$ cat src/rtl/npu_axis_pkg.sv
// Shared types and defaults for the NPU AXI-Stream output path.
package npu_axis_pkg;

    localparam int DEF_DATA_WIDTH     = 8;
    localparam int DEF_MAX_ADDR_WIDTH = 16;
    localparam int BANK_W             = 3;

    typedef enum logic [1:0] {
        ST_IDLE  = 2'd0,
        ST_READ  = 2'd1,
        ST_DRAIN = 2'd2
    } state_t;

endpackage

$ cat src/rtl/axi_stream_output_if.sv
// AXI-Stream master/slave bundle carried between the output engine and the host link.
interface axi_stream_output_if
    import npu_axis_pkg::*;
#(
    parameter int DATA_WIDTH = DEF_DATA_WIDTH
);
    logic signed [DATA_WIDTH-1:0]   tdata;
    logic        [DATA_WIDTH/8-1:0] tstrb;
    logic                           tvalid;
    logic                           tready;
    logic                           tlast;

    modport master (output tdata, tstrb, tvalid, tlast, input tready);
    modport slave  (input tdata, tstrb, tvalid, tlast, output tready);
endinterface

$ cat src/rtl/axis_out_fifo.sv
// Small synchronous FIFO holding {last, data} beats in front of the stream port.
module axis_out_fifo
    import npu_axis_pkg::*;
#(
    parameter int DATA_WIDTH = DEF_DATA_WIDTH,
    parameter int DEPTH      = 4,
    localparam int CW        = $clog2(DEPTH) + 1
) (
    input  logic                  clk,
    input  logic                  rst,
    input  logic                  push,
    input  logic [DATA_WIDTH-1:0] push_data,
    input  logic                  push_last,
    input  logic                  pop,
    output logic [DATA_WIDTH-1:0] head_data,
    output logic                  head_last,
    output logic [CW-1:0]         count,
    output logic                  empty,
    output logic                  full
);
    localparam int AW = $clog2(DEPTH);

    logic [DATA_WIDTH:0] mem [DEPTH];
    logic [AW-1:0]       wr_ptr, rd_ptr;
    logic                pop_ok;

    assign pop_ok    = pop && !empty;
    assign empty     = (count == '0);
    assign full      = (count == CW'(DEPTH));
    assign head_data = mem[rd_ptr][DATA_WIDTH-1:0];
    assign head_last = mem[rd_ptr][DATA_WIDTH];

    // Pointers wrap for free because DEPTH is a power of two.
    always_ff @(posedge clk) begin
        if (rst) begin
            wr_ptr <= '0;
            rd_ptr <= '0;
            count  <= '0;
        end else begin
            if (push) begin
                mem[wr_ptr] <= {push_last, push_data};
                wr_ptr      <= wr_ptr + 1'b1;
            end
            if (pop_ok)
                rd_ptr <= rd_ptr + 1'b1;
            case ({push, pop_ok})
                2'b10:   count <= count + 1'b1;
                2'b01:   count <= count - 1'b1;
                default: ;
            endcase
        end
    end

    a_no_overflow: assert property (@(posedge clk) disable iff (rst) !(push && full));

endmodule

$ cat src/rtl/axi_stream_output.sv
// Drains a result SRAM bank onto an AXI-Stream master port with credit-limited reads.
// Optional stall_cycles counter is built when AXIS_OUTPUT_STALL_CNT_EN is defined.
module axi_stream_output
    import npu_axis_pkg::*;
#(
    parameter int DATA_WIDTH     = DEF_DATA_WIDTH,
    parameter int MAX_ADDR_WIDTH = DEF_MAX_ADDR_WIDTH,
    parameter int FIFO_DEPTH     = 4
) (
    input  logic                        m_axis_aclk,
    input  logic                        m_axis_areset,
    input  logic                        start,
    input  logic [MAX_ADDR_WIDTH-1:0]   base_address,
    input  logic [MAX_ADDR_WIDTH-1:0]   length,
    input  logic [BANK_W-1:0]           data_type,
    output logic                        read_enable,
    output logic [MAX_ADDR_WIDTH-1:0]   read_address,
    output logic [BANK_W-1:0]           read_bank,
    input  logic signed [DATA_WIDTH-1:0] read_data,
    output logic                        busy,
    output logic                        done,
`ifdef AXIS_OUTPUT_STALL_CNT_EN
    output logic [31:0]                 stall_cycles,
`endif
    axi_stream_output_if.master         m_axis
);
    localparam int CW = $clog2(FIFO_DEPTH) + 1;

    state_t                    state;
    logic [MAX_ADDR_WIDTH-1:0] rd_addr, rd_left;
    logic [BANK_W-1:0]         bank;
    logic                      rd_q, rd_last_q;
    logic [CW-1:0]             fifo_count;
    logic                      fifo_empty, fifo_full;
    logic                      issue, pop;
    logic [DATA_WIDTH-1:0]     head_data;
    logic                      head_last;

    // A read lands in the FIFO one cycle after issue, so the previous read is a held credit.
    assign issue = (state == ST_READ) && !fifo_full &&
                   ((int'(fifo_count) + int'(rd_q)) < FIFO_DEPTH);
    assign pop   = !fifo_empty && m_axis.tready;

    assign read_enable  = issue;
    assign read_address = rd_addr;
    assign read_bank    = bank;
    assign busy         = (state != ST_IDLE);

    assign m_axis.tvalid = !fifo_empty;
    assign m_axis.tdata  = head_data;
    assign m_axis.tlast  = head_last;
    assign m_axis.tstrb  = {(DATA_WIDTH/8){!fifo_empty}};

    always_ff @(posedge m_axis_aclk) begin
        if (m_axis_areset) begin
            state     <= ST_IDLE;
            rd_addr   <= '0;
            rd_left   <= '0;
            bank      <= '0;
            rd_q      <= 1'b0;
            rd_last_q <= 1'b0;
            done      <= 1'b0;
        end else begin
            rd_q      <= issue;
            rd_last_q <= issue && (rd_left == MAX_ADDR_WIDTH'(1));
            done      <= 1'b0;
            case (state)
                ST_IDLE: if (start) begin
                    bank <= data_type;
                    if (length != '0) begin
                        state   <= ST_READ;
                        rd_addr <= base_address;
                        rd_left <= length;
                    end else begin
                        done <= 1'b1;
                    end
                end
                ST_READ: if (issue) begin
                    rd_addr <= rd_addr + 1'b1;
                    rd_left <= rd_left - 1'b1;
                    if (rd_left == MAX_ADDR_WIDTH'(1))
                        state <= ST_DRAIN;
                end
                ST_DRAIN: if (pop && head_last) begin
                    state <= ST_IDLE;
                    done  <= 1'b1;
                end
                default: state <= ST_IDLE;
            endcase
        end
    end

    axis_out_fifo #(
        .DATA_WIDTH (DATA_WIDTH),
        .DEPTH      (FIFO_DEPTH)
    ) u_fifo (
        .clk       (m_axis_aclk),
        .rst       (m_axis_areset),
        .push      (rd_q),
        .push_data (read_data),
        .push_last (rd_last_q),
        .pop       (pop),
        .head_data (head_data),
        .head_last (head_last),
        .count     (fifo_count),
        .empty     (fifo_empty),
        .full      (fifo_full)
    );

`ifdef AXIS_OUTPUT_STALL_CNT_EN
    always_ff @(posedge m_axis_aclk) begin
        if (m_axis_areset)
            stall_cycles <= '0;
        else if (state == ST_IDLE && start)
            stall_cycles <= '0;
        else if (busy && m_axis.tvalid && !m_axis.tready && stall_cycles != '1)
            stall_cycles <= stall_cycles + 32'd1;
    end
`endif

endmodule
$ cat src/flat_wrapper.sv
// flat-port wrapper written by rule: the top's interface ports become plain ports
module axi_stream_output_flat import npu_axis_pkg::*;
#(
    parameter int DATA_WIDTH     = DEF_DATA_WIDTH,
    parameter int MAX_ADDR_WIDTH = DEF_MAX_ADDR_WIDTH,
    parameter int FIFO_DEPTH     = 4
)
  (m_axis_aclk, m_axis_areset, start, base_address, length, data_type, read_enable, read_address, read_bank, read_data, busy, done, m_axis_tdata, m_axis_tstrb, m_axis_tvalid, m_axis_tlast, m_axis_tready);
  axi_stream_output_if #(.DATA_WIDTH(DATA_WIDTH)) m_axis_i ();
  input  logic m_axis_aclk;
  input  logic m_axis_areset;
  input  logic start;
  input  logic [MAX_ADDR_WIDTH-1:0] base_address;
  input  logic [MAX_ADDR_WIDTH-1:0] length;
  input  logic [BANK_W-1:0] data_type;
  output logic read_enable;
  output logic [MAX_ADDR_WIDTH-1:0] read_address;
  output logic [BANK_W-1:0] read_bank;
  input  logic signed [DATA_WIDTH-1:0] read_data;
  output logic busy;
  output logic done;
  output wire logic [$bits(m_axis_i.tdata)-1:0] m_axis_tdata;
  output wire logic [$bits(m_axis_i.tstrb)-1:0] m_axis_tstrb;
  output wire logic [$bits(m_axis_i.tvalid)-1:0] m_axis_tvalid;
  output wire logic [$bits(m_axis_i.tlast)-1:0] m_axis_tlast;
  input wire logic [$bits(m_axis_i.tready)-1:0] m_axis_tready;
  assign m_axis_tdata = m_axis_i.tdata;
  assign m_axis_tstrb = m_axis_i.tstrb;
  assign m_axis_tvalid = m_axis_i.tvalid;
  assign m_axis_tlast = m_axis_i.tlast;
  assign m_axis_i.tready = m_axis_tready;
  axi_stream_output #(.DATA_WIDTH(DATA_WIDTH), .MAX_ADDR_WIDTH(MAX_ADDR_WIDTH), .FIFO_DEPTH(FIFO_DEPTH)) u_core (.m_axis_aclk(m_axis_aclk), .m_axis_areset(m_axis_areset), .start(start), .base_address(base_address), .length(length), .data_type(data_type), .read_enable(read_enable), .read_address(read_address), .read_bank(read_bank), .read_data(read_data), .busy(busy), .done(done), .m_axis(m_axis_i));
endmodule
$ cat config.mk
export PLATFORM = sky130hd
export DESIGN_NAME = axi_stream_output_flat
export DESIGN_NICKNAME = d
export VERILOG_FILES = /design/src/rtl/npu_axis_pkg.sv /design/src/rtl/axi_stream_output_if.sv /design/src/rtl/axis_out_fifo.sv /design/src/rtl/axi_stream_output.sv /design/src/flat_wrapper.sv
export SDC_FILE = /design/constraint.sdc
export NUM_CORES = 1
export LEC_CHECK = 0
export ABC_CLOCK_PERIOD_IN_PS = 5600
export CAP_MARGIN = 10
export CELL_PAD_IN_SITES_DETAIL_PLACEMENT = 0
export CELL_PAD_IN_SITES_GLOBAL_PLACEMENT = 2
export CORE_MARGIN = 10
export CORE_UTILIZATION = 35
export CTS_BUF_LIST = sky130_fd_sc_hd__clkbuf_16
export CTS_CLUSTER_SIZE = 24
export DETAILED_ROUTE_END_ITERATION = 10
export GPL_ROUTABILITY_DRIVEN = 0
export MAX_ROUTING_LAYER = met4
export PLACE_DENSITY_LB_ADDON = 0.12
export SYNTH_ARGS = -nofsm -noshare
export SYNTH_HDL_FRONTEND = slang
export SYNTH_HIERARCHICAL = 1
export SYNTH_SLANG_ARGS = --single-unit
$ cat constraint.sdc
create_clock -name m_axis_aclk -period 5.6 [get_ports m_axis_aclk]
set_input_delay 0.84 -clock m_axis_aclk [delete_from_list [all_inputs] [get_ports m_axis_aclk]]
set_output_delay 0.84 -clock m_axis_aclk [all_outputs]
set_load 0.02 [all_outputs]
======== After elaboration in Yosys (flattened, before gate mapping) ========
Memories as Yosys holds them, arrays and structs flattened. A register that Yosys moved wholly into a read port is not among the register bits.
Cells that the tools add are included.
operators by class
  order comparisons ....................... 1
  reduce and logical (&&, ||, !) cells .... 17
  mux-type cells .......................... 24
  $add $sub $neg .......................... 7
  equal/unequal tests ..................... 11
operators by type and width
  operator                                                      number
  2-to-1 mux 16 bit                                             6
  one-hot mux 16 bit (2 select lines)                           2
  less-than comparator 32 x 4 -> 1 bit (second input constant)  1
  adder 16 x 1 -> 16 bit (second input constant)                1
  == test 16 x 1 -> 1 bit (second input constant)               1
  nonzero test 16 bit                                           1
  subtractor 16 x 1 -> 16 bit (second input constant)           1
  2-to-1 mux 2 bit                                              7
  logical AND 1 bit                                             6
  2-to-1 mux 1 bit                                              6
  != test 2 x 1 -> 1 bit (second input constant)                3
  one-hot mux 2 bit (3 select lines)                            1
  one-hot mux 3 bit (2 select lines)                            1
  nonzero test 2 bit                                            3
  AND reduction 5 bit                                           1
  adder 2 x 1 -> 2 bit (second input constant)                  2
  adder 3 x 1 -> 4 bit                                          1
  == test 2 x 1 -> 1 bit (second input constant)                2
  == test 2 bit (second input constant)                         2
  != test 2 bit (second input constant)                         2
  AND reduction 4 bit                                           1
  adder 3 x 1 -> 3 bit (second input constant)                  1
  == test 3 bit (second input constant)                         1
  zero test 3 bit                                               1
  5 further kinds                                               6
word-level totals
  input bits .............................. 47
  register bits after elaboration ......... 47
  memory bits (writable) .................. 36
  memories ................................ 1
  output and inout port bits .............. 33
memory list
  name               words  width  rd ports  clocked after Yosys merged registers in  write ports  line                 RTL
  u_core.u_fifo.mem  4      9      1         1                                        1            axis_out_fifo.sv:23  logic [DATA_WIDTH:0] mem [DEPTH];

======== Logic depth before layout (Yosys ltp) ========
Gate-level depths: netlist of run 1.
  depth in word-level cells ............... 6
  depth in mapped cells ................... 10
  mapped depth without buffers ............ 10

======== Cells and area by module ========
The synthesis of run 1 kept the hierarchy.
by module, submodules not included
  module             times used  cells an instance  area each (um2)
  axi_stream_output  1           330                2389.8
  axis_out_fifo      1           98                 1760.4

======== Worst setup path before layout of run 1 ========
Ideal clock, no wire load.
  path type ............................... input -> register
  start ................................... input port m_axis_tready
  end ..................................... register u_core.u_fifo.count[2]
  arrival time ............................ 2.376 ns
  cell stages on the path ................. 9
  path slack .............................. 3.154 ns
  data required time ...................... 5.530 ns
  buffers on the path ..................... 0
  setup time .............................. 0.070 ns
  path through ............................ nor2b_1 o31ai_1 inv_1 ha_1 inv_1 fa_1 xor2_1 or3_1 a21oi_1
on the way
  word-level cells in the longest chain between the ends .. 4
  elaborated cells between the ends (all ways) .. 6
  classes of those cells .................. eq/ne (2); mux (1); reduce/logical (3)
ends and longest elaborated chain
  what                                                                      line                     RTL
  start: declaration                                                        flat_wrapper.sv:26       input wire logic [$bits(m_axis_i.tready)-1:0] m_axis_tready;
  logical AND 1 bit *                                                       axi_stream_output.sv:42  assign pop = !fifo_empty && m_axis.tready;
  logical AND 1 bit *                                                       axis_out_fifo.sv:27      assign pop_ok = pop && !empty;
  net u_core.u_fifo.pop_ok                                                  axis_out_fifo.sv:25      logic pop_ok;
  == test 2 x 1 -> 1 bit or == test 2 bit (tied branches)                   axis_out_fifo.sv:46      case ({push, pop_ok})
  one-hot mux 3 bit (2 select lines) or nonzero test 2 bit (tied branches)  -
  end signal: assignment                                                    axis_out_fifo.sv:47      2'b10: count <= count + 1'b1;
  end signal: assignment                                                    axis_out_fifo.sv:48      2'b01: count <= count - 1'b1;
  end: declaration                                                          axis_out_fifo.sv:17      output logic [CW-1:0] count,
Mark *: on every way through the listed nets, which the timed path passes. The rest lies on a longest branch.
A chain may end at the register's enable or synchronous reset.

======== Worst setup path after layout of run 1 ========
  start ................................... input port length[10]
  end ..................................... register u_core.rd_addr[12], in the netlist u_core/read_address[12]
on the way
  word-level cells in the longest chain between the ends .. 3
ends and longest elaborated chain
  what                                     line                     RTL
  start: declaration                       flat_wrapper.sv:14       input logic [MAX_ADDR_WIDTH-1:0] length;
  nonzero test 16 bit                      axi_stream_output.sv:70  if (length != '0) begin
  != test 2 x 1 -> 1 bit (no source line)  -
  AND reduction 4 bit (no source line)     -
  end signal: assignment                   axi_stream_output.sv:72  rd_addr <= base_address;
  end signal: assignment                   axi_stream_output.sv:79  rd_addr <= rd_addr + 1'b1;
  end: declaration                         axi_stream_output.sv:30  logic [MAX_ADDR_WIDTH-1:0] rd_addr, rd_left;
No other way between the ends.

==> results of run 1 <==
[cell families after synthesis]
kind of cell,Yosys count
and+or+nand+nor,167
AOI/OAI and AO/OA,111
DFF,85
buffers and inverters,39
muxes,11
adders and majority gates,9
xor gates and xnor gates,6
[layout make-up]
cell class              count  share of cell area (%)
inverters                  13                   0.915
clock buffers               9                    4.22
clock inverters             7                    1.64
flip-flops and latches     85                    38.6
repair buffers             83                    15.3
multi-input cells         304                    35.9
well taps                 143                    3.35
[final timing paths]
| path | from | to | slack [ns] |
|---|---|---|---|
| max | length[10] | u_core/read_address[12]$_SDFFE_PP0P_ | 2.37 |
| min | u_core/read_bank[2]$_SDFFE_PP0P_ | u_core/read_bank[2]$_SDFFE_PP0P_ | 0.47 |
| max reg2reg | u_core/u_fifo/count[1]$_SDFFE_PP0P_ | u_core/read_address[0]$_SDFFE_PP0P_ | 3.04 |
| min reg2reg | u_core/read_bank[2]$_SDFFE_PP0P_ | u_core/read_bank[2]$_SDFFE_PP0P_ | 0.47 |
[power by group through the flow]
stage | registers [W] | clock network (W) | logic, W
2_1_floorplan | 0.000735 | 0 | 0.000182
3_3_place_gp | 0.000730 | 0 | 0.000308
3_5_place_dp | 0.000730 | 0 | 0.000310
4_1_cts | 0.000717 | 0.000646 | 0.000311
5_1_grt | 0.000724 | 0.000676 | 0.000344
6_report | 0.000717 | 0.000624 | 0.000308
[layout by cell type (no fill, tap or decap), types with 9 or more instances in the layout]
| master | instances |
|---|---|
| a21oi_1 | 42 |
| clkbuf_16 | 9 |
| clkdlybuf4s50_1 | 78 |
| dfxtp_1 | 49 |
| edfxtp_1 | 36 |
| inv_1 | 13 |
| nand2_1 | 63 |
| nand3_1 | 12 |
| nor2_1 | 28 |
| nor3_1 | 12 |
| nor4_1 | 9 |
| o21ai_0 | 22 |
[per-stage QoR]
stage / setup slack [ns] / total power (W) / instances / hold slack (ns) / cell area [um2]
6_report: 2.37 / 0.00165 / 644 / 0.467 / 5340
5_1_grt: 2.16 / 0.00174 / 644 / 0.494 / 5340
4_1_cts: 2.37 / 0.00167 / 644 / 0.466 / 5340
3_5_place_dp: 2.04 / 0.00104 / 628 / 0.453 / 5020
3_3_place_gp: 2.14 / 0.00104 / 628 / 0.443 / 5020
2_1_floorplan: 3.15 / 0.000916 / 428 / 0.438 / 4150
[flip-flops by register name (all words and copies together), names as in the netlist, named ones only]
name and cells:
u_core/u_fifo/mem 36, u_core/rd_left 16, u_core/read_address 16, u_core/read_bank 3, u_core/u_fifo/count 3, u_core/state 2
u_core/u_fifo/rd_ptr 2, u_core/u_fifo/wr_ptr 2, u_core/done 1, u_core/rd_last_q 1, u_core/rd_q 1
[critical path: stages]
cell,delay (ns)
clkdlybuf4s50_1,0.42
nor4_1,0.49
and4_1,0.38
o21a_1,0.92
o21ai_0,0.25
a21oi_1,0.18
[per-layer routing]
metal	vias up	wire length [um]
met3	6	559
li1	1736	-
met1	1642	5160
met5	-	0
met2	89	5360
met4	0	107
[cells in the mapped netlist (3+ instances only)]
| cell type | number |
|---|---|
| mux4_2 | 7 |
| a31oi_1 | 5 |
| buf_6 | 3 |
| a21oi_1 | 42 |
| o21ai_0 | 22 |
| nand2b_1 | 3 |
| buf_1 | 3 |
| o21a_1 | 4 |
| dfxtp_1 | 49 |
| inv_1 | 13 |
| nor3_1 | 12 |
| xnor2_1 | 3 |
| nand2_1 | 63 |
| and2_1 | 8 |
| xor2_1 | 3 |
| a22o_1 | 3 |
| or3_1 | 5 |
| nor2_1 | 28 |
| clkbuf_1 | 15 |
| a311oi_1 | 3 |
| or4_1 | 4 |
| o41ai_1 | 4 |
| ha_1 | 8 |
| nand4_1 | 4 |
| o21ai_1 | 5 |
| a211oi_1 | 7 |
| nor4_1 | 9 |
| edfxtp_1 | 36 |
| o31ai_1 | 5 |
| and3_1 | 4 |
| and4_1 | 3 |
| nand3_1 | 12 |
==> run metrics, run 1 <==
Max Cap Viol=0; distinct cell type count after synthesis=56; Slew @ Worst Pin=1.14 ns; Fin. Hold Viols=0; Port Buffers=79; clk buf depth=2; ys async rst share=0%; post-synthesis compound-gate area fraction=16.3%; TritonCTS buffer count=9; Power Density=309 mW/mm2; outcome=finished clean; Seq/Total Area, Yosys=49.7%; I/O pins=80; Final Cycle Share=57.6%; vias in the first global route=3,535; Post-Synth XOR/XNOR Area=1.27%; CTS tree=built; core area=0.0115 mm2; Final Core Density=46.3%; Worst Hold Depth=2; largest net degree at the start of global routing=38; busiest layer in global routing=met2; die width=129 um; first-pass detailed-route iteration total=4; worst-case vdd ir drop=0.117 mV; Syn Area/Cell=9.70 um2; Leak=1.84 nW; Synth Net Count=484; final wirelength=11.2 mm; Syn Std Cell Area=0.00415 mm2; overflow left after global routing=0; M1 GR Usage=17.4%; Setup Skew=0.00775 ns; largest family of logic cells by synthesized area=simple AND/OR/NAND/NOR gates; Skew-Pair Late Insertion Delay=0.34 ns; DRT antenna net count=0; Post-synth EDFFs=36; routing usage on met2=23.4%; Hold WC Path Type=reg2reg; Critical Path Fanout Max=32; critical path arrival=3.49 ns; Reg power frac=43.5%; clock input transition at the sequential cells of the worst setup and hold paths=0.07 ns; final setup fails=0; clock sink count=85; share of cells above drive strength 1=7.39%; FF/Latch Area=0.00206 mm2; per-cell routed wire length=17.4 um; area of the multi-input gates=0.00192 mm2; RSZ-0062 raised after global routing=false; final slew viol count=0; FF-to-FF path depth=7; cts repair resizes=0; Worst Setup End Kind=register; FILL cells=1,101; H-tree levels=3; fin nets=552; Post-DP HPWL=7.84 mm; ranking of synthesized cells by area=edfxtp_1 (26%), dfxtp_1 (24%), nand2_1 (5.7%), a21oi_1 (5.1%), mux4_2 (3.8%); fmax=310 MHz; clk root buf=clkbuf_16; Net Sw Frac=29.0%; number of setup buffers added after CTS=0; setup TNS=0 ns; initial antenna violation count=0; Starting DRT DRC Count=221; Comb pwr share=18.7%; Yosys top cell area share=26.0%; Synth Area in Simple Gates=19.9%; Adder-Cell Fraction of Synth Area=2.89%; diode count=0; mux cell area share after synthesis=5.55%; FP Rows=39; synth-to-layout area growth=28.5%; Sw Pwr=0.000479 W; slew margin rel.=24.0%; leading area contributor after synthesis=edfxtp_1; Final Critical Period=3.23 ns; Int Power=0.00117 W; All-Layer GR Usage=14.5%; synthesis warning total=6; vias per cell=5.39; hold buffer count at cts=0; via count=3,473; Seq cells post-synth=85; Synth Flop Type=dfxtp_1; first-pass GRT wire length=18.6 mm; Crit Path Class=in2reg; Clock Power Share=37.8%; Starting Density=36.0%; DRC viols=0; worst endpoint required time=5.87 ns; Die Area=0.0166 mm2; global-route track usage on met3=3.86%; Die H=129 um; post-synthesis cell count=428; Worst Setup Start Kind=input port
Note: power is estimated with default switching activity, not from simulation.
==> run 2, diff against run 1 <==
--- a/config.mk
+++ b/config.mk
@@ -5,12 +5,12 @@
 export SDC_FILE = /design/constraint.sdc
 export NUM_CORES = 1
 export LEC_CHECK = 0
-export ABC_CLOCK_PERIOD_IN_PS = 5600
+export ABC_CLOCK_PERIOD_IN_PS = 3200
 export CAP_MARGIN = 10
 export CELL_PAD_IN_SITES_DETAIL_PLACEMENT = 0
 export CELL_PAD_IN_SITES_GLOBAL_PLACEMENT = 2
 export CORE_MARGIN = 10
-export CORE_UTILIZATION = 35
+export CORE_UTILIZATION = 32
 export CTS_BUF_LIST = sky130_fd_sc_hd__clkbuf_16
 export CTS_CLUSTER_SIZE = 24
 export DETAILED_ROUTE_END_ITERATION = 10
==> constraint.sdc (replaced) <==
create_clock -name m_axis_aclk -period 3.2 [get_ports m_axis_aclk]
set_input_delay 0.48 -clock m_axis_aclk [delete_from_list [all_inputs] [get_ports m_axis_aclk]]
set_output_delay 0.48 -clock m_axis_aclk [all_outputs]
set_load 0.02 [all_outputs]
==> run 2 against run 1 <==
- clock skew grew 0.0025 ns
- clock power grew 67%
- utilization shrank 3.7 points
- sequential power grew 76%
- non-clock buffer count grew 3
- critical path depth is the same
- cell area grew 1.2%
- total power grew 73%
- sequential cell count is the same
- via count shrank 0.58%
- combinational power grew 80%
- largest cell class unchanged
==> run metrics, run 2 (synthesis results as in run 1) <==
Layout Cells excl Fill=676; Post-DP HPWL=8.34 mm; diode count=0; fin nets=555; first-pass detailed-route iteration total=4; max incr delay on CP=0.61 ns; Setup Skew=0.0103 ns; Slew @ Worst Pin=0.762 ns; All-Layer GR Usage=13.8%; Skew-Pair Late Insertion Delay=0.35 ns; core area=0.0127 mm2; Die H=134 um; outcome=finished clean; worst reg2reg endpoint=u_core/read_address[4]$_SDFFE_PP0P_; final slew viol count=0; number of setup buffers added after CTS=0; fmax=358 MHz; final setup fails=0; critical path's slowest cell=clkdlybuf4s50_1; max FFs per register=36; commonest non-fill, non-tap cell in the layout=clkdlybuf4s50_1; clock sink count=85; Crit Path Class=reg2out; placed instance count=660; overflow left after global routing=0; hold buffer count at cts=0; critical path, cell by cell=inv_1 -> and3_1 -> a311oi_1 -> nand2_1 -> inv_1 -> clkdlybuf4s50_1; CP bufs+invs=3; Worst Hold Depth=2; share of cells above drive strength 1=7.94%; RR Startpoint=u_core/u_fifo/count[1]$_SDFFE_PP0P_; clk buf depth=2; H-tree levels=3; min-delay src=u_core/read_bank[0]$_SDFFE_PP0P_; DRC viols=0; most frequent cells in the layout=clkdlybuf4s50_1 (78), nand2_1 (63), dfxtp_1 (49), a21oi_1 (42), edfxtp_1 (36); initial antenna violation count=0; cts repair resizes=0; setup TNS=0 ns; synth-to-layout area growth=30.1%; largest net degree at the start of global routing=51; FP Rows=41; worst endpoint required time=2.72 ns; critical path arrival=2.31 ns; Worst Setup End Kind=primary output; clk root buf=clkbuf_16; Fin. Hold Viols=0; Leak=1.85 nW; final wirelength=11.7 mm; Starting Density=32.8%; Starting DRT DRC Count=196; hold endpoint=u_core/read_bank[0]$_SDFFE_PP0P_; Power Density=529 mW/mm2; Critical Path Fanout Max=5; Max Cap Viol=0; RSZ-0062 raised after global routing=false; Top cell by count, worst path=inv_1; via count=3,453; DRT antenna net count=0; TritonCTS buffer count=9; I/O pins=80; worst-case vdd ir drop=0.202 mV; Worst Setup Start Kind=register; slew margin rel.=48.7%; FF-to-FF path depth=8; largest reg by FF count=u_core/u_fifo/mem; Final Cycle Share=87.2%; Die Area=0.0179 mm2; FILL cells=1,262; Final Critical Period=2.79 ns; first-pass GRT wire length=19.4 mm; die width=134 um; Port Buffers=79; CP delay by family, top=buffers and inverters; vias per cell=5.11; clock input transition at the sequential cells of the worst setup and hold paths=0.07 ns; CTS tree=built; vias in the first global route=3,653; r2r setup slk=0.99 ns; Hold WC Path Type=reg2reg; per-cell routed wire length=17.3 um
run 2: changes by cell type in the layout (fill, tap and decap cells not counted), sizes merged:
cell,previous run,this run
buf,5,8
clkinvlp,0,1
bufinv,1,0
run 2: layer usage:
| metal | vias up | global-route usage [%] | share of wire, % |
|---|---|---|---|
| li1 | 1724 | - | - |
| met1 | 1641 | 17.0 | 47 |
| met2 | 78 | 22.1 | 47 |
| met3 | 10 | 4.00 | 5.0 |
| met4 | 0 | 2.96 | 0.89 |
| met5 | - | - | 0 |
run 2: how the worst max path moves through the flow:
stage | slack (ns) | cells after the start | start | end
floorplan | 1.11 | 9 | m_axis_tready | u_core/u_fifo/count[2]$_SDFFE_PP0P_
global placement | 0.52 | 7 | length[15] | u_core/rd_left[12]$_SDFFE_PP0P_
detailed placement | 0.56 | 7 | length[15] | u_core/read_address[15]$_SDFFE_PP0P_
CTS | 0.36 | 2 | register | m_axis_tdata[6]
global route | 0.18 | 6 | u_core/u_fifo/count[1]$_SDFFE_PP0P_ | read_enable
finish | 0.41 | 6 | u_core/u_fifo/count[1]$_SDFFE_PP0P_ | read_enable
run 2: area by class of cell:
cell class	instances	area, um2	share of cell area [%]
Tap cell	172	215	3.98
Inverter	13	48.8	0.903
Multi-Input combinational cell	304	1920	35.5
Sequential cell	85	2060	38.2
Timing Repair Buffer	86	863	16.0
Clock inverter	7	70.1	1.30
Clock buffer	9	225	4.17
run 2: worst min-delay path: cells and delay by family, from the launching register on:
family / cells / cell delay, ns
and+or+nand+nor: 1 / 0.05
AOI/OAI and AO/OA: 1 / 0.05
DFF: 1 / 0.31
run 2: per-stage QoR:
stage / instance area, um2 / hold WS, ns / setup WS, ns / utilization (%) / total power [W]
2_1_floorplan: 4150 / 0.438 / 1.11 / - / 0.00160
3_3_place_gp: 5110 / 0.451 / 0.521 / 40.3 / 0.00184
3_5_place_dp: 5110 / 0.448 / 0.563 / 40.3 / 0.00184
4_1_cts: 5400 / 0.458 / 0.362 / 42.6 / 0.00289
5_1_grt: 5400 / 0.475 / 0.179 / 42.6 / 0.00299
6_report: 5400 / 0.453 / 0.410 / 42.6 / 0.00286
run 2: report_power, final:
group / total [W] / switching, W / internal, W
logic: 0.000555 / 0.000304 / 0.000250
clock network: 0.00104 / 0.000491 / 0.000552
registers: 0.00126 / 0.0000723 / 0.00118
total: 0.00286 / 0.000868 / 0.00199
